**src/rtl/spi_bot_pkg.sv**
```systemverilog
// Shared definitions for the SPI bus-partner bots: response modes, FSM states
// and the CPOL/CPHA edge-selection rule.
package spi_bot_pkg;

  localparam logic [1:0] MODE_ECHO = 2'd0;
  localparam logic [1:0] MODE_INV  = 2'd1;
  localparam logic [1:0] MODE_INC  = 2'd2;
  localparam logic [1:0] MODE_FILL = 2'd3;

  typedef enum logic [1:0] {
    IDLE   = 2'd0,
    ACTIVE = 2'd1,
    DONE   = 2'd2
  } state_e;

  // True when the sample edge is the rising SCLK edge; the shift edge is the other one.
  function automatic logic sample_on_rise(input logic cpol, input logic cpha);
    return ~(cpol ^ cpha);
  endfunction

endpackage

```
**src/rtl/spi_slave_delay_reflector_if.sv**
```systemverilog
// SPI bus bundle between a master and the delay-reflector slave.
interface spi_slave_delay_reflector_if;
  logic SCLK;
  logic CS;
  logic MOSI;
  logic MISO;
  logic OUT_MISO_OE;

  modport master (output SCLK, CS, MOSI, input MISO, OUT_MISO_OE);
  modport slave  (input SCLK, CS, MOSI, output MISO, OUT_MISO_OE);
endinterface

```
**src/rtl/spi_sync_edge.sv**
```systemverilog
// Two-flop synchroniser for an asynchronous input followed by an edge-detect stage.
module spi_sync_edge #(
  parameter logic RESET_VAL = 1'b0
) (
  input  logic clk_i,
  input  logic rst_ni,
  input  logic async_i,
  output logic level_o,
  output logic rise_o,
  output logic fall_o
);

  logic meta_q;
  logic sync_q;
  logic prev_q;

  // Synchroniser chain plus one-cycle history for edge detection.
  always_ff @(posedge clk_i or negedge rst_ni) begin
    if (!rst_ni) begin
      meta_q <= RESET_VAL;
      sync_q <= RESET_VAL;
      prev_q <= RESET_VAL;
    end else begin
      meta_q <= async_i;
      sync_q <= meta_q;
      prev_q <= sync_q;
    end
  end

  assign level_o = sync_q;
  assign rise_o  = sync_q & ~prev_q;
  assign fall_o  = ~sync_q & prev_q;

endmodule

```
**src/rtl/spi_slave_delay_reflector.sv**
```systemverilog
// Oversampled SPI slave that answers each frame with a transformed copy of the
// frame received DELAY_DEPTH frames earlier; everything runs on IN_CLK.
module spi_slave_delay_reflector
  import spi_bot_pkg::*;
#(
  parameter int unsigned CPHA                       = 1,
  parameter int unsigned CPOL                       = 1,
  parameter int unsigned PACK_LENGTH                = 8,
  parameter int unsigned PACK_BIT_SEQUENCE_TRANSMIT = 1,
  parameter int unsigned PACK_BIT_SEQUENCE_RECEIVE  = 1,
  parameter int unsigned DELAY_DEPTH                = 4,
  parameter logic [PACK_LENGTH-1:0] FILL            = '0
) (
  input  logic                   IN_CLK,
  input  logic                   IN_RESET,
  spi_slave_delay_reflector_if.slave bus,
  input  logic [1:0]             IN_MODE,
  output logic [PACK_LENGTH-1:0] OUT_RECEIVE_DATA,
  output logic                   OUT_FRAME_DONE,
  output logic                   OUT_FRAME_ERROR,
  output logic [15:0]            OUT_FRAME_COUNT
);

  localparam int   CW          = $clog2(PACK_LENGTH + 1);
  localparam int   PW          = (DELAY_DEPTH > 1) ? $clog2(DELAY_DEPTH) : 1;
  localparam int   SLOTS       = 2 ** PW;
  localparam logic SAMPLE_RISE = sample_on_rise(CPOL != 0, CPHA != 0);

  function automatic logic [PACK_LENGTH-1:0] transform(input logic [1:0] mode,
                                                       input logic [PACK_LENGTH-1:0] w);
    case (mode)
      MODE_ECHO: return w;
      MODE_INV:  return ~w;
      MODE_INC:  return w + PACK_LENGTH'(1'b1);
      MODE_FILL: return FILL;
      default:   return w;
    endcase
  endfunction

  function automatic logic tx_bit(input logic [PACK_LENGTH-1:0] w, input logic [CW-1:0] idx);
    logic [PACK_LENGTH-1:0] sh;
    if (PACK_BIT_SEQUENCE_TRANSMIT != 0) begin
      sh = w << idx;
      return sh[PACK_LENGTH-1];
    end else begin
      sh = w >> idx;
      return sh[0];
    end
  endfunction

  function automatic logic [PACK_LENGTH-1:0] shift_rx(input logic [PACK_LENGTH-1:0] w, input logic b);
    if (PACK_BIT_SEQUENCE_RECEIVE != 0) begin
      return {w[PACK_LENGTH-2:0], b};
    end else begin
      return {b, w[PACK_LENGTH-1:1]};
    end
  endfunction

  function automatic logic [PW-1:0] ptr_inc(input logic [PW-1:0] p);
    if (p == PW'(DELAY_DEPTH - 1)) begin
      return '0;
    end else begin
      return p + PW'(1'b1);
    end
  endfunction

  logic sclk_level_s, sclk_rise_s, sclk_fall_s;
  logic cs_level_s, cs_rise_s, cs_fall_s;
  logic mosi_s, mosi_rise_s, mosi_fall_s;
  logic unused_s;

  spi_sync_edge #(.RESET_VAL(CPOL != 0)) u_sync_sclk (
    .clk_i(IN_CLK), .rst_ni(IN_RESET), .async_i(bus.SCLK),
    .level_o(sclk_level_s), .rise_o(sclk_rise_s), .fall_o(sclk_fall_s));
  spi_sync_edge #(.RESET_VAL(1'b1)) u_sync_cs (
    .clk_i(IN_CLK), .rst_ni(IN_RESET), .async_i(bus.CS),
    .level_o(cs_level_s), .rise_o(cs_rise_s), .fall_o(cs_fall_s));
  spi_sync_edge #(.RESET_VAL(1'b0)) u_sync_mosi (
    .clk_i(IN_CLK), .rst_ni(IN_RESET), .async_i(bus.MOSI),
    .level_o(mosi_s), .rise_o(mosi_rise_s), .fall_o(mosi_fall_s));

  assign unused_s = ^{sclk_level_s, mosi_rise_s, mosi_fall_s};

  logic sample_edge_s, shift_edge_s;
  assign sample_edge_s = SAMPLE_RISE ? sclk_rise_s : sclk_fall_s;
  assign shift_edge_s  = SAMPLE_RISE ? sclk_fall_s : sclk_rise_s;

  state_e                 state_q, state_d;
  logic [PACK_LENGTH-1:0] rx_q, rx_d, tx_q, tx_d, data_q, data_d;
  logic [CW-1:0]          cnt_q, cnt_d, idx_q, idx_d;
  logic                   first_q, first_d, miso_q, miso_d, oe_q, oe_d;
  logic                   done_q, done_d, err_q, err_d;
  logic [PW-1:0]          rd_ptr_q, rd_ptr_d, wr_ptr_q, wr_ptr_d;
  logic [15:0]            count_q, count_d;
  logic [PACK_LENGTH-1:0] delay_q [SLOTS];

  logic                   commit_s, load_s;
  logic [PW-1:0]          rd_next_s;
  logic [PACK_LENGTH-1:0] load_word_s;

  // The slot being committed this cycle is forwarded so a back-to-back frame
  // (DONE straight into ACTIVE) with DELAY_DEPTH=1 still sees the fresh word.
  assign commit_s    = (state_q == DONE) && (cnt_q == CW'(PACK_LENGTH));
  assign rd_next_s   = commit_s ? ptr_inc(rd_ptr_q) : rd_ptr_q;
  assign load_word_s = transform(IN_MODE, (commit_s && (rd_next_s == wr_ptr_q)) ? rx_q
                                                                                : delay_q[rd_next_s]);

  // Next-state and datapath logic of the frame FSM.
  always_comb begin
    state_d  = state_q;
    rx_d     = rx_q;
    tx_d     = tx_q;
    cnt_d    = cnt_q;
    idx_d    = idx_q;
    first_d  = first_q;
    miso_d   = 1'b0;
    oe_d     = 1'b0;
    rd_ptr_d = rd_ptr_q;
    wr_ptr_d = wr_ptr_q;
    data_d   = data_q;
    count_d  = count_q;
    done_d   = 1'b0;
    err_d    = 1'b0;
    load_s   = 1'b0;
    case (state_q)
      IDLE: begin
        if (cs_fall_s) begin
          state_d = ACTIVE;
          load_s  = 1'b1;
        end else begin
          state_d = IDLE;
        end
      end
      ACTIVE: begin
        if (cs_rise_s) begin
          state_d = DONE;
        end else begin
          if (sample_edge_s && (cnt_q < CW'(PACK_LENGTH))) begin
            rx_d  = shift_rx(rx_q, mosi_s);
            cnt_d = cnt_q + CW'(1'b1);
          end else if (shift_edge_s) begin
            // With CPHA=1 the first leading edge must not skip the pre-driven bit.
            if (first_q) begin
              first_d = 1'b0;
            end else if (idx_q < CW'(PACK_LENGTH - 1)) begin
              idx_d = idx_q + CW'(1'b1);
            end else begin
              idx_d = idx_q;
            end
          end else begin
            cnt_d = cnt_q;
          end
          oe_d   = 1'b1;
          miso_d = tx_bit(tx_q, idx_d);
        end
      end
      DONE: begin
        if (commit_s) begin
          data_d   = rx_q;
          count_d  = count_q + 16'd1;
          done_d   = 1'b1;
          rd_ptr_d = rd_next_s;
          wr_ptr_d = ptr_inc(wr_ptr_q);
        end else begin
          err_d = 1'b1;
        end
        if (!cs_level_s) begin
          state_d = ACTIVE;
          load_s  = 1'b1;
        end else begin
          state_d = IDLE;
        end
      end
      default: state_d = IDLE;
    endcase
    tx_d    = load_s ? load_word_s : tx_d;
    rx_d    = load_s ? '0 : rx_d;
    cnt_d   = load_s ? '0 : cnt_d;
    idx_d   = load_s ? '0 : idx_d;
    first_d = load_s ? (CPHA != 0) : first_d;
    oe_d    = load_s | oe_d;
    miso_d  = load_s ? tx_bit(load_word_s, CW'(0)) : miso_d;
  end

  // State, datapath and delay-line registers.
  always_ff @(posedge IN_CLK or negedge IN_RESET) begin
    if (!IN_RESET) begin
      state_q  <= IDLE;
      rx_q     <= '0;
      tx_q     <= '0;
      data_q   <= '0;
      cnt_q    <= '0;
      idx_q    <= '0;
      first_q  <= 1'b0;
      miso_q   <= 1'b0;
      oe_q     <= 1'b0;
      done_q   <= 1'b0;
      err_q    <= 1'b0;
      rd_ptr_q <= '0;
      wr_ptr_q <= '0;
      count_q  <= 16'd0;
      for (int i = 0; i < SLOTS; i++) delay_q[i] <= '0;
    end else begin
      state_q  <= state_d;
      rx_q     <= rx_d;
      tx_q     <= tx_d;
      data_q   <= data_d;
      cnt_q    <= cnt_d;
      idx_q    <= idx_d;
      first_q  <= first_d;
      miso_q   <= miso_d;
      oe_q     <= oe_d;
      done_q   <= done_d;
      err_q    <= err_d;
      rd_ptr_q <= rd_ptr_d;
      wr_ptr_q <= wr_ptr_d;
      count_q  <= count_d;
      if (commit_s) delay_q[wr_ptr_q] <= rx_q;
    end
  end

  assign bus.MISO         = miso_q;
  assign bus.OUT_MISO_OE  = oe_q;
  assign OUT_RECEIVE_DATA = data_q;
  assign OUT_FRAME_DONE   = done_q;
  assign OUT_FRAME_ERROR  = err_q;
  assign OUT_FRAME_COUNT  = count_q;

endmodule

```
**src/flat_wrapper.sv**
```systemverilog
// flat-port wrapper written by rule: the top's interface ports become plain ports
module spi_slave_delay_reflector_flat import spi_bot_pkg::*;
#(
  parameter int unsigned CPHA                       = 1,
  parameter int unsigned CPOL                       = 1,
  parameter int unsigned PACK_LENGTH                = 8,
  parameter int unsigned PACK_BIT_SEQUENCE_TRANSMIT = 1,
  parameter int unsigned PACK_BIT_SEQUENCE_RECEIVE  = 1,
  parameter int unsigned DELAY_DEPTH                = 4,
  parameter logic [PACK_LENGTH-1:0] FILL            = '0
)
  (IN_CLK, IN_RESET, IN_MODE, OUT_RECEIVE_DATA, OUT_FRAME_DONE, OUT_FRAME_ERROR, OUT_FRAME_COUNT, bus_SCLK, bus_CS, bus_MOSI, bus_MISO, bus_OUT_MISO_OE);
  spi_slave_delay_reflector_if bus_i ();
  input  logic IN_CLK;
  input  logic IN_RESET;
  input  logic [1:0] IN_MODE;
  output logic [PACK_LENGTH-1:0] OUT_RECEIVE_DATA;
  output logic OUT_FRAME_DONE;
  output logic OUT_FRAME_ERROR;
  output logic [15:0] OUT_FRAME_COUNT;
  input wire logic [$bits(bus_i.SCLK)-1:0] bus_SCLK;
  input wire logic [$bits(bus_i.CS)-1:0] bus_CS;
  input wire logic [$bits(bus_i.MOSI)-1:0] bus_MOSI;
  output wire logic [$bits(bus_i.MISO)-1:0] bus_MISO;
  output wire logic [$bits(bus_i.OUT_MISO_OE)-1:0] bus_OUT_MISO_OE;
  assign bus_i.SCLK = bus_SCLK;
  assign bus_i.CS = bus_CS;
  assign bus_i.MOSI = bus_MOSI;
  assign bus_MISO = bus_i.MISO;
  assign bus_OUT_MISO_OE = bus_i.OUT_MISO_OE;
  spi_slave_delay_reflector #(.CPHA(CPHA), .CPOL(CPOL), .PACK_LENGTH(PACK_LENGTH), .PACK_BIT_SEQUENCE_TRANSMIT(PACK_BIT_SEQUENCE_TRANSMIT), .PACK_BIT_SEQUENCE_RECEIVE(PACK_BIT_SEQUENCE_RECEIVE), .DELAY_DEPTH(DELAY_DEPTH), .FILL(FILL)) u_core (.IN_CLK(IN_CLK), .IN_RESET(IN_RESET), .bus(bus_i), .IN_MODE(IN_MODE), .OUT_RECEIVE_DATA(OUT_RECEIVE_DATA), .OUT_FRAME_DONE(OUT_FRAME_DONE), .OUT_FRAME_ERROR(OUT_FRAME_ERROR), .OUT_FRAME_COUNT(OUT_FRAME_COUNT));
endmodule
```
**config.mk**
```make
export PLATFORM = sky130hd
export DESIGN_NAME = spi_slave_delay_reflector_flat
export DESIGN_NICKNAME = d
export VERILOG_FILES = /design/src/rtl/spi_bot_pkg.sv /design/src/rtl/spi_slave_delay_reflector_if.sv /design/src/rtl/spi_sync_edge.sv /design/src/rtl/spi_slave_delay_reflector.sv /design/src/flat_wrapper.sv
export SDC_FILE = /design/constraint.sdc
export NUM_CORES = 1
export LEC_CHECK = 0
export CORE_ASPECT_RATIO = 1.5
export CORE_MARGIN = 5
export CORE_UTILIZATION = 56
export CTS_CLUSTER_SIZE = 25
export DETAILED_ROUTE_END_ITERATION = 10
export PLACE_DENSITY = 0.81
export SETUP_SLACK_MARGIN = 0.2
export SYNTH_ARGS = -nofsm -noshare
export SYNTH_HDL_FRONTEND = slang
export SYNTH_SLANG_ARGS = --single-unit
```
**constraint.sdc**
```tcl
create_clock -name IN_CLK -period 4.25 [get_ports IN_CLK]
set_input_delay 1.275 -clock IN_CLK [delete_from_list [all_inputs] [get_ports IN_CLK]]
set_output_delay 1.275 -clock IN_CLK [all_outputs]
set_load 0.1 [all_outputs]
```
==> Yosys cells after proc, flatten, opt, wreduce, memory -nomap -nowiden <==
Index checks and enable logic that the tools add are counted.
{ "word_totals": {"regBits": 99, "inputBits": 7, "output_inout_bits": 28, "wordCells": 124} }
{ "classes": {"n_addsub": 6, "order_cmp": 5, "eq_ne": 12, "shifts": 1, "mux": 49, "bitwise_logic": 12, "reduce_logical": 13} }
{ "op_table": {"columns": ["op", "n"], "rows": [
  ["$mux W8", 8],
  ["$mux W4", 13],
  ["$bwmux W32", 1],
  ["$pmux W8 S4", 1],
  ["$mux W1", 18],
  ["$add A16 B1 Y16 const B", 1],
  ["$bmux W8 S2", 1],
  ["$demux W8 S2", 1],
  ["$eq A2 B2 Y1 const B", 5],
  ["$add A4 B1 Y4 const B", 2],
  ["$add A8 B1 Y8 const B", 1],
  ["$mux W2", 4],
  ["$not A8 Y8", 1],
  ["$shl A8 B4 Y8", 1],
  ["$ge A3 B3 Y1 const B", 2],
  ["$not A2 Y3", 2],
  ["$pmux W2 S3", 1],
  ["$reduce_bool A2 Y1", 3],
  ["$add A2 B1 Y2 const B", 2],
  ["$and A1 B1 Y1", 4],
  ["$eq A2 B1 Y1 const B", 2],
  ["$eq A4 B4 Y1 const B", 1],
  ["$logic_and A1 B1 Y1", 4],
  ["$logic_not A2 Y1", 2],
  ["other kinds (12)", 17]
]} }

==> Logic depth before layout (Yosys ltp) <==
Gate-level depths: netlist (run 1).
{ "depth": {"ltp_word": 11, "depth_mapped": 15, "mapped_depth_nobuf": 14} }

==> By module <==
From an unflattened synthesis (run 1), not the netlist that was laid out.
{ "hier_totals": {"hier_cells": 467, "hier_area_um2": 5027.3} }
{ "by_module_without_submodules": {"columns": ["module", "n_inst", "cells_each", "area_each_um2", "seq_area_each_um2"], "rows": [
  ["spi_slave_delay_reflector", 1, 452, 4749.6, 2277.2],
  ["spi_sync_edge (u_core.u_sync_cs ...)", 2, 5, 93.8, 78.8],
  ["spi_sync_edge (u_core.u_sync_mosi)", 1, 5, 90.1, 75.1]
]} }

==> Worst setup path before layout (run 1) <==
Ideal clock, no wire load.
{ "synth_path": {"kind": "reg-to-reg", "from": "reg u_core.cnt_q[0]", "to": "reg u_core.tx_q[6]", "setup_ns": 0.125, "arrival_time_ns": 3.073, "required_time_ns": 4.125, "setup_slack_ns": 1.052, "stages_incl_launch_ff": 15, "synth_period_minus_slack_ns": 3.198, "path_cell_list": "dfrtp_1 -> inv_1 -> ha_1 -> and3b_1 -> buf_6 -> a21oi_1 -> nor2_2 -> inv_2 -> o211ai_1 -> a31oi_1 -> ha_1 -> nand3_1 -> or4_1 -> a32o_1 -> mux2_4"} }
{ "synth_between": {"elab_chain_cells": 10, "word_cells_on_any_way": 13, "cone_classes": "1 x add/sub; 2 x eq/ne; 6 x mux; 2 x bitwise; 2 x reduce/logical"} }
{ "synth_lines": {"columns": ["element", "line", "source"], "rows": [
  ["from (decl)", "spi_slave_delay_reflector.sv:90", "logic [CW-1:0] cnt_q, cnt_d, idx_q, idx_d;"],
  ["from (signal assigned)", "spi_slave_delay_reflector.sv:208", "cnt_q <= cnt_d;"],
  ["$eq A4 B4 Y1 (*)", "spi_slave_delay_reflector.sv:103", "assign commit_s = (state_q == DONE) && (cnt_q == CW'(PACK_LENGTH));"],
  ["$logic_and A1 B1 Y1 (*)", "spi_slave_delay_reflector.sv:103", null],
  ["$mux W2", "spi_slave_delay_reflector.sv:104", "assign rd_next_s = commit_s ? ptr_inc(rd_ptr_q) : rd_ptr_q;"],
  ["$not A2 Y3 (not written as such)", "spi_slave_delay_reflector.sv:106", ": delay_q[rd_next_s]);"],
  ["$bmux W8 S2", "spi_slave_delay_reflector.sv:106", null],
  ["$mux W8 (not written as such) (2 in a row)", "spi_slave_delay_reflector.sv:106", null],
  ["$mux W8 (*)", "spi_slave_delay_reflector.sv:105", "assign load_word_s = transform(IN_MODE, (commit_s && (rd_next_s == wr_ptr_q)) ? rx_q"],
  ["$add A8 B1 Y8 or $not A8 Y8 (tied branches)", "spi_slave_delay_reflector.sv:34, spi_slave_delay_reflector.sv:33", null],
  ["$pmux W8 S4 (*)", "spi_slave_delay_reflector.sv:31", "case (mode)"],
  ["to (signal assigned)", "spi_slave_delay_reflector.sv:206", "tx_q <= tx_d;"],
  ["to (decl)", "spi_slave_delay_reflector.sv:89", "logic [PACK_LENGTH-1:0] rx_q, rx_d, tx_q, tx_d, data_q, data_d;"]
]} }
Every way passes the cells marked *; elsewhere a longest branch is shown, timed or not. The select of a mux whose other input is x is not followed.
A chain may end at the register's enable or synchronous reset.

==> Worst setup path in the final report (run 1) <==
Ends and elaborated chain as after synthesis.

==> impl_summary.txt, run 1 <==
----------------------------------------------------
[Logic synthesis]
  Dominant register cell in the synthesized netlist ... sky130_fd_sc_hd__dfrtp_1
  Count of flip-flops with a built-in enable after synthesis ... 0
  Sequential fraction of the synthesis area ... 53.2%
  Synthesized instance count ... 435
  Number of distinct library cell variants in the gate-level netlist after synthesis ... 52
  Flop and latch count out of synthesis ... 99
  Fraction of registers with async set or reset after synthesis ... 100%
  Combined area of all synthesized cells ... 0.00467 sq mm
  Yosys warning total ... 0
  Avg Inst Size Synth ... 10.7 sq um
  Syn nets ... 452

[Critical path]
  Critical Setup Path Class ... flip-flop to flip-flop
  Crit path max fanout ... 7
  CP Launch Point ... u_core.cnt_q[0]
  Arrival @ worst endpoint ... 3.90 ns
  Stage delay of the slowest cell on the critical path ... 0.51 ns
  Critical path launch point type ... flip-flop
  Worst path cell trace ... inv_1, ha_1, nand3b_1, o21ai_0, and2_1, clkinv_8, mux2i_1, a221o_1, or2_4, or4_1, a32o_1, mux2_4
  Source of the worst register-to-register timing path ... u_core.cnt_q[0]
  Data required time at the worst endpoint ... 4.48 ns
  Element type at the critical path end ... flip-flop
  Cell with the biggest individual delay on the critical path ... sky130_fd_sc_hd__or4_1

[STA]
  Total negative slack for setup checks ... 0 ns
  Final worst path period share ... 86.3%
  Peak clock frequency supported by timing ... 273 MHz
  Max transition margin ... 33.3%
  Minimum hold slack ... 0.348 ns
  Post-Route Skew ... 0.00846 ns
  Slew @ Worst Pin ... 0.998 ns
  Setup-failing EPs final ... 0
  Final max-slew violation count ... 0
  Final Worst Setup Slack ... 0.582 ns
  Shortest period the worst path allows ... 3.67 ns
  Unrepaired setup endpoints after global routing ... no
  Number of endpoints with negative hold slack in the final report ... 0

[Die]
  Area of the die ... 0.0103 sq mm
  Chip height ... 122 um
  Number of standard-cell rows in the floorplan ... 40
  # IOs ... 35
  Die span in x ... 84.6 um
  Floorplan core area ... 0.00811 sq mm
  Starting Density ... 57.6%

[GRT]
  Largest net degree at the start of global routing ... 37
  Via count of the first global-routing pass ... 3,570
  GR Util All Layers ... 21.5%
  Overflow left after global routing ... 0
  Wire length of the first global-routing pass ... 17,400 um
  Number of antenna violations at the first check in global routing ... 0

[Layout]
  Fraction of the core area covered by cells at the end of the flow ... 66.7%
  Post-route standard cell area excluding fillers ... 0.00541 sq mm
  # diodes ... 0
  Fraction of layout cells with a size suffix above 1 ... 14.7%
  Area growth from synthesis to final layout ... 15.7%
  Filler-free cell count of the finished design ... 581
  Total Nets Final ... 489

[Place]
  Estimated wirelength of the detail-placed design ... 7170 um
  Post-Place Worst Slack ... 0.610 ns
  Number of buffers inserted by port buffering ... 34
  Global placement routability congestion ... 0.877
  Cell area after placement ... 0.00512 sq mm
  Cell total after placement ... 566

[Routing]
  Drt initial violations ... 233
  Initial DRT Pass Iterations ... 5
  Post-detailed-route count of antenna-violating nets ... 0
  Final Routed Wirelength ... 10,100 um
  DR WL/cell ... 17.4 um
  Drt drc ... 0
  Via count of the routed design ... 3,385
  Average via count per standard cell ... 5.83

[CTS]
  Insertion delay of the later-clocked pin in the worst-skew pair ... 0.35 ns
  Clk root buf ... sky130_fd_sc_hd__clkbuf_16
  H-tree levels ... 3
  Number of buffers created by CTS ... 9
  Number of gates resized after cts ... 0
  CTS tree ... built
  Maximum clock insertion buffer count ... 2
  Cts-stage hold buffer count ... 0
  TritonCTS Sinks ... 99
  Buffers inserted by post-CTS timing repair ... 0
  CTS clock-pin slew for the worst setup and hold paths ... 0.06 ns

[Power and ir drop]
  Clk network pwr share ... 38.2%
  Leak Pwr ... 2.53 nW
  Total power ... 2.05 mW
  Internal Power ... 1.54 mW
  Peak VDD IR ... 236 uV
  Switching power total ... 0.518 mW
  Sw Share ... 25.2%
  Seq pwr share ... 51.4%
  Combinational cell fraction of total power ... 10.4%
  Power density relative to cell area ... 380 mW/mm^2

[Run]
  Max Cap Violations ... 0

[Status]
  Run status ... completed

[Hold path]
  Worst min-delay path class ... flip-flop to flip-flop
  Hold path start ... u_core.u_sync_mosi.meta_q

----------------------------------------------------
## per-layer routing
metal,vias up,track usage (%),share of wire (%)
li1,1592,-,-
met1,1676,25.0,40
met2,86,37.4,53
met3,31,5.14,3.7
met4,0,9.70,3.8
met5,-,0,0
## cell usage in the layout (no fill, tap or decap), types with 4 or more instances in the layout
master                            instances
sky130_fd_sc_hd__xor2_1                   4
sky130_fd_sc_hd__nor3_1                   7
sky130_fd_sc_hd__nand3_1                 10
sky130_fd_sc_hd__mux2_2                  32
sky130_fd_sc_hd__dfrtp_1                 93
sky130_fd_sc_hd__o22ai_1                  5
sky130_fd_sc_hd__nand2_1                 77
sky130_fd_sc_hd__dfstp_2                  6
sky130_fd_sc_hd__clkdlybuf4s50_1         33
sky130_fd_sc_hd__ha_1                    10
sky130_fd_sc_hd__buf_4                    7
sky130_fd_sc_hd__nor2_1                  28
sky130_fd_sc_hd__o21ai_0                 25
sky130_fd_sc_hd__a31oi_1                  5
sky130_fd_sc_hd__xnor2_1                 18
sky130_fd_sc_hd__nand4_1                  4
sky130_fd_sc_hd__inv_1                   11
sky130_fd_sc_hd__clkbuf_16                9
sky130_fd_sc_hd__mux2i_1                 14
sky130_fd_sc_hd__a21oi_1                 11
sky130_fd_sc_hd__and3_1                  10
## sequential cells by signal, indices dropped and copies added (netlist names), 2 cells and up
| register | count |
|---|---|
| u_core.wr_ptr_q | 2 |
| u_core.state_q | 2 |
| u_core.tx_q | 8 |
| u_core.cnt_q | 4 |
| u_core.rd_ptr_q | 2 |
| u_core.idx_q | 4 |
| u_core.rx_q | 8 |
| u_core.OUT_FRAME_COUNT | 16 |
| u_core.delay_q | 32 |
| u_core.OUT_RECEIVE_DATA | 8 |
## cell usage after synthesis, drive strengths merged, types with 4 or more instances
library cell / instances / area, sq um
ha: 10 / 125
nor2: 29 / 111
xnor2: 18 / 158
o22ai: 5 / 31.3
a21oi: 11 / 55.1
mux2: 33 / 375
and3: 11 / 73.8
inv: 12 / 45.0
dfstp: 6 / 158
clkbuf: 11 / 41.3
mux2i: 14 / 140
nand4: 4 / 25.0
a31oi: 6 / 43.8
nand3: 11 / 67.6
dfrtp: 93 / 2330
nand2: 77 / 289
xor2: 4 / 35.0
nor3: 7 / 35.0
o21ai: 25 / 125
## cell type report
| type | instances | area (sq um) |
|---|---|---|
| Clock buffer | 10 | 229 |
| Clock inverter | 5 | 53.8 |
| Fill cell | 643 | 2700 |
| Inverter | 13 | 61.3 |
| Multi-Input combinational cell | 309 | 2060 |
| Sequential cell | 99 | 2480 |
| Tap cell | 105 | 131 |
| Timing Repair Buffer | 40 | 383 |
## kinds of logic (layout without fill, tap and decap cells)
| family | Yosys count | in the layout | synth area share (%) |
|---|---|---|---|
| compound gates | 69 | 69 | 9.35 |
| xor+xnor | 22 | 22 | 4.12 |
| fa+ha+maj | 10 | 10 | 2.68 |
| buf+inv | 27 | 68 | 2.79 |
| flops | 99 | 99 | 53.2 |
| mux | 49 | 49 | 12.0 |
| simple gates | 159 | 159 | 15.9 |
## worst max-delay path: cells and delay by family, from the launching register on
kind	cells	cell delay [ns]
DFF	1	0.42
adders and majority gates	1	0.20
and+or+nand+nor	4	1.35
AOI/OAI and AO/OA	3	1.01
muxes	2	0.39
buffers and inverters	2	0.19
## path summary, 6_finish.rpt
kind,slack (ns),to,cells past startpoint
max,0.58,u_core.tx_q[6],12
min,0.35,u_core.u_sync_mosi.level_o,0
max reg2reg,0.58,u_core.tx_q[6],12
min reg2reg,0.35,u_core.u_sync_mosi.level_o,0
max in group asynchronous,2.61,u_core.u_sync_sclk.meta_q,2
min in group asynchronous,0.84,u_core.OUT_FRAME_COUNT[12],1
## power by group through the flow
stage | registers (mW) | logic [mW] | clock network, mW
finish | 1.05 | 0.214 | 0.784
global route | 1.06 | 0.240 | 0.844
CTS | 1.05 | 0.217 | 0.801
detailed placement | 1.07 | 0.215 | 0
global placement | 1.07 | 0.210 | 0
floorplan | 1.09 | 0.117 | 0
Note: power is estimated with default switching activity, not from simulation.
==> inputs of run 2 (changes only) <==
==> constraint.sdc (replaced) <==
create_clock -name IN_CLK -period 4.25 [get_ports IN_CLK]
set_input_delay 1.0625 -clock IN_CLK [delete_from_list [all_inputs] [get_ports IN_CLK]]
set_output_delay 1.0625 -clock IN_CLK [all_outputs]
set_load 0.1 [all_outputs]
==> run 2 against run 1 <==
First-iteration DRC count shrank 25%. Global-route usage shrank 0.32 points. Worst hold slack gained 0.0065 ns. Cell area is the same. Cell count grew 0.17%. Critical path depth is the same. Critical path type unchanged. Highest routed layer unchanged.
==> impl_summary.txt, run 2 (synthesized netlist as in run 1, its figures left out) <==
----------------------------------------------------
[GRT]
  Largest net degree at the start of global routing ... 55 (+49%)
  Via count of the first global-routing pass ... 3,527 (-1.2%)
  Wire length of the first global-routing pass ... 17,000 um (-2.3%)
  Number of antenna violations at the first check in global routing ... 0 (unchanged)
  Overflow left after global routing ... 0 (unchanged)
  GR Util All Layers ... 21.2% (-0.32 points)

[Critical path]
  Critical path launch point type ... flip-flop
  Critical Setup Path Class ... flip-flop to flip-flop
  Endpoint of the worst setup timing path ... u_core.tx_q[6]
  Slack of the worst reg-to-reg path ... 0.55 ns (-0.04 ns)
  Arrival @ worst endpoint ... 3.94 ns (+0.04 ns)
  Data required time at the worst endpoint ... 4.48 ns (about the same)
  Length in cells of the worst reg-to-reg path ... 12 (unchanged)
  CP Launch Point ... u_core.cnt_q[0]
  Source of the worst register-to-register timing path ... u_core.cnt_q[0]
  Worst r2r dst ... u_core.tx_q[6]
  Element type at the critical path end ... flip-flop
  Crit path max fanout ... 7 (unchanged)

[Power and ir drop]
  Internal Power ... 1.51 mW (-1.6%)
  Leak Pwr ... 2.53 nW (-0.16%)
  Switching power total ... 0.524 mW (+1.1%)
  Total power ... 2.03 mW (-0.93%)
  Peak VDD IR ... 380 uV (+61%)
  Seq pwr share ... 51.9% (+0.5 points)
  Combinational cell fraction of total power ... 10.3% (about the same)
  Clk network pwr share ... 37.8% (-0.4 points)
  Power density relative to cell area ... 376 mW/mm^2 (-0.93%)
  Sw Share ... 25.8% (+0.53 points)

[Die]
  Area of the die ... 0.0103 sq mm (unchanged)
  Die span in x ... 84.6 um (unchanged)
  Chip height ... 122 um (unchanged)
  Floorplan core area ... 0.00811 sq mm (unchanged)
  Number of standard-cell rows in the floorplan ... 40 (unchanged)
  # IOs ... 35 (unchanged)
  Starting Density ... 57.6% (unchanged)

[Hold path]
  Worst min-delay path class ... flip-flop to flip-flop
  Number of stages on the worst hold path ... 0 (unchanged)

[CTS]
  Clk root buf ... sky130_fd_sc_hd__clkbuf_16
  H-tree levels ... 3 (unchanged)
  Maximum clock insertion buffer count ... 2 (unchanged)
  CTS tree ... built
  Number of gates resized after cts ... 0 (unchanged)
  Cts-stage hold buffer count ... 0 (unchanged)
  Number of buffers created by CTS ... 9 (unchanged)
  TritonCTS Sinks ... 99 (unchanged)
  Insertion delay of the later-clocked pin in the worst-skew pair ... 0.35 ns (about the same)
  Buffers inserted by post-CTS timing repair ... 0 (unchanged)
  CTS clock-pin slew for the worst setup and hold paths ... 0.07 ns (about the same)

[STA]
  Number of endpoints with negative hold slack in the final report ... 0 (unchanged)
  Peak clock frequency supported by timing ... 270 MHz (-0.98%)
  Max transition margin ... 33.8% (+0.48 points)
  Unrepaired setup endpoints after global routing ... no
  Total negative slack for setup checks ... 0 ns (unchanged)
  Setup-failing EPs final ... 0 (unchanged)
  Minimum hold slack ... 0.355 ns (+0.00649 ns)
  Final Worst Setup Slack ... 0.546 ns (-0.0364 ns)
  Final max-slew violation count ... 0 (unchanged)
  Shortest period the worst path allows ... 3.70 ns (+0.0364 ns)
  Post-Route Skew ... 0.00705 ns (-0.00141 ns)
  Final worst path period share ... 87.2% (+0.86 points)
  Slew @ Worst Pin ... 0.991 ns (-0.00714 ns)

[Layout]
  Fraction of layout cells with a size suffix above 1 ... 14.9% (+0.18 points)
  Largest reg by FF count ... u_core.delay_q
  Total Nets Final ... 489 (unchanged)
  Post-route standard cell area excluding fillers ... 0.00541 sq mm (unchanged)
  Leading cell types in the layout, fill and taps excluded ... sky130_fd_sc_hd__dfrtp_1 (93), sky130_fd_sc_hd__nand2_1 (77), sky130_fd_sc_hd__clkdlybuf4s50_1 (33)
  Area growth from synthesis to final layout ... 15.7% (unchanged)
  Max FFs per register ... 32 (unchanged)
  Most frequent standard cell in the layout excluding fill and tap cells ... sky130_fd_sc_hd__dfrtp_1
  # diodes ... 0 (unchanged)

[Routing]
  Initial DRT Pass Iterations ... 4 (-1)
  Drt initial violations ... 174 (-25%)
  Average via count per standard cell ... 5.72 (-1.9%)
  DR WL/cell ... 17.1 um (-1.7%)
  Post-detailed-route count of antenna-violating nets ... 0 (unchanged)
  Via count of the routed design ... 3,328 (-1.7%)
  Final Routed Wirelength ... 9960 um (-1.5%)
  Drt drc ... 0 (unchanged)

[Status]
  Run status ... completed

[Place]
  Estimated wirelength of the detail-placed design ... 7120 um (-0.71%)
  Number of buffers inserted by port buffering ... 34 (unchanged)
  Cell area after placement ... 0.00512 sq mm (unchanged)
  Post-Place Worst Slack ... 0.577 ns (-0.0328 ns)
  Global placement routability congestion ... 0.957 (+9.1%)

[Run]
  Max Cap Violations ... 0 (unchanged)

----------------------------------------------------
==> run 2: cell count changes in the layout (fill, tap and decap cells not counted), sizes merged <==
| cell | delta |
|---|---|
| bufinv | -1 |
| clkbuf | +2 |
| clkinvlp | +1 |
| inv | -1 |
==> run 2: worst max-delay path, cell delays in order, from the launching register on <==
cell and delay (ns):
sky130_fd_sc_hd__dfrtp_1 0.43, sky130_fd_sc_hd__inv_1 0.08, sky130_fd_sc_hd__ha_1 0.16, sky130_fd_sc_hd__nand3b_1 0.08
sky130_fd_sc_hd__o21ai_0 0.37, sky130_fd_sc_hd__and2_1 0.47, sky130_fd_sc_hd__clkinv_8 0.13, sky130_fd_sc_hd__mux2i_1 0.15
sky130_fd_sc_hd__a221o_1 0.39, sky130_fd_sc_hd__or2_4 0.29, sky130_fd_sc_hd__or4_1 0.52, sky130_fd_sc_hd__a32o_1 0.26
sky130_fd_sc_hd__mux2_4 0.25
==> run 2: final cells by class <==
cell class,count,area (sq um)
Fill cell,642,2700
Clock inverter,4,26.3
Inverter,13,61.3
Tap cell,105,131
Clock buffer,12,256
Multi-Input combinational cell,309,2060
Timing Repair Buffer,40,383
Sequential cell,99,2480
==> run 2: stage by stage <==
stage | util [%] | instances
floorplan | - | 435
global placement | 63.2 | 566
detailed placement | 63.2 | 566
CTS | 66.7 | 582
global route | 66.7 | 582
finish | 66.7 | 582
==> run 2: power by group through the flow <==
stage / sequential [mW] / clock, mW / combinational [mW]
final: 1.06 / 0.769 / 0.209
after global routing: 1.06 / 0.820 / 0.234
after CTS: 1.06 / 0.786 / 0.212
after detailed placement: 1.07 / 0 / 0.211
after global placement: 1.07 / 0 / 0.204
after floorplan: 1.09 / 0 / 0.117
==> run 2: worst min-delay path by stage <==
stage                         startpoint                         end  slack, ns
6_report       u_core.u_sync_sclk.meta_q  u_core.u_sync_sclk.level_o       0.35
5_1_grt        u_core.u_sync_sclk.meta_q  u_core.u_sync_sclk.level_o       0.36
4_1_cts        u_core.u_sync_sclk.meta_q  u_core.u_sync_sclk.level_o       0.36
3_5_place_dp   u_core.u_sync_mosi.meta_q  u_core.u_sync_mosi.level_o       0.34
3_3_place_gp   u_core.u_sync_mosi.meta_q  u_core.u_sync_mosi.level_o       0.34
2_1_floorplan  u_core.u_sync_mosi.meta_q  u_core.u_sync_mosi.level_o       0.33
==> run 2: metal layers <==
layer,vias up,GRT usage [%],part of all wire [%]
met5,-,0,0
met4,0,10.7,3.5
met3,26,5.14,3.7
met2,75,36.5,52
met1,1632,24.5,40
li1,1595,-,-
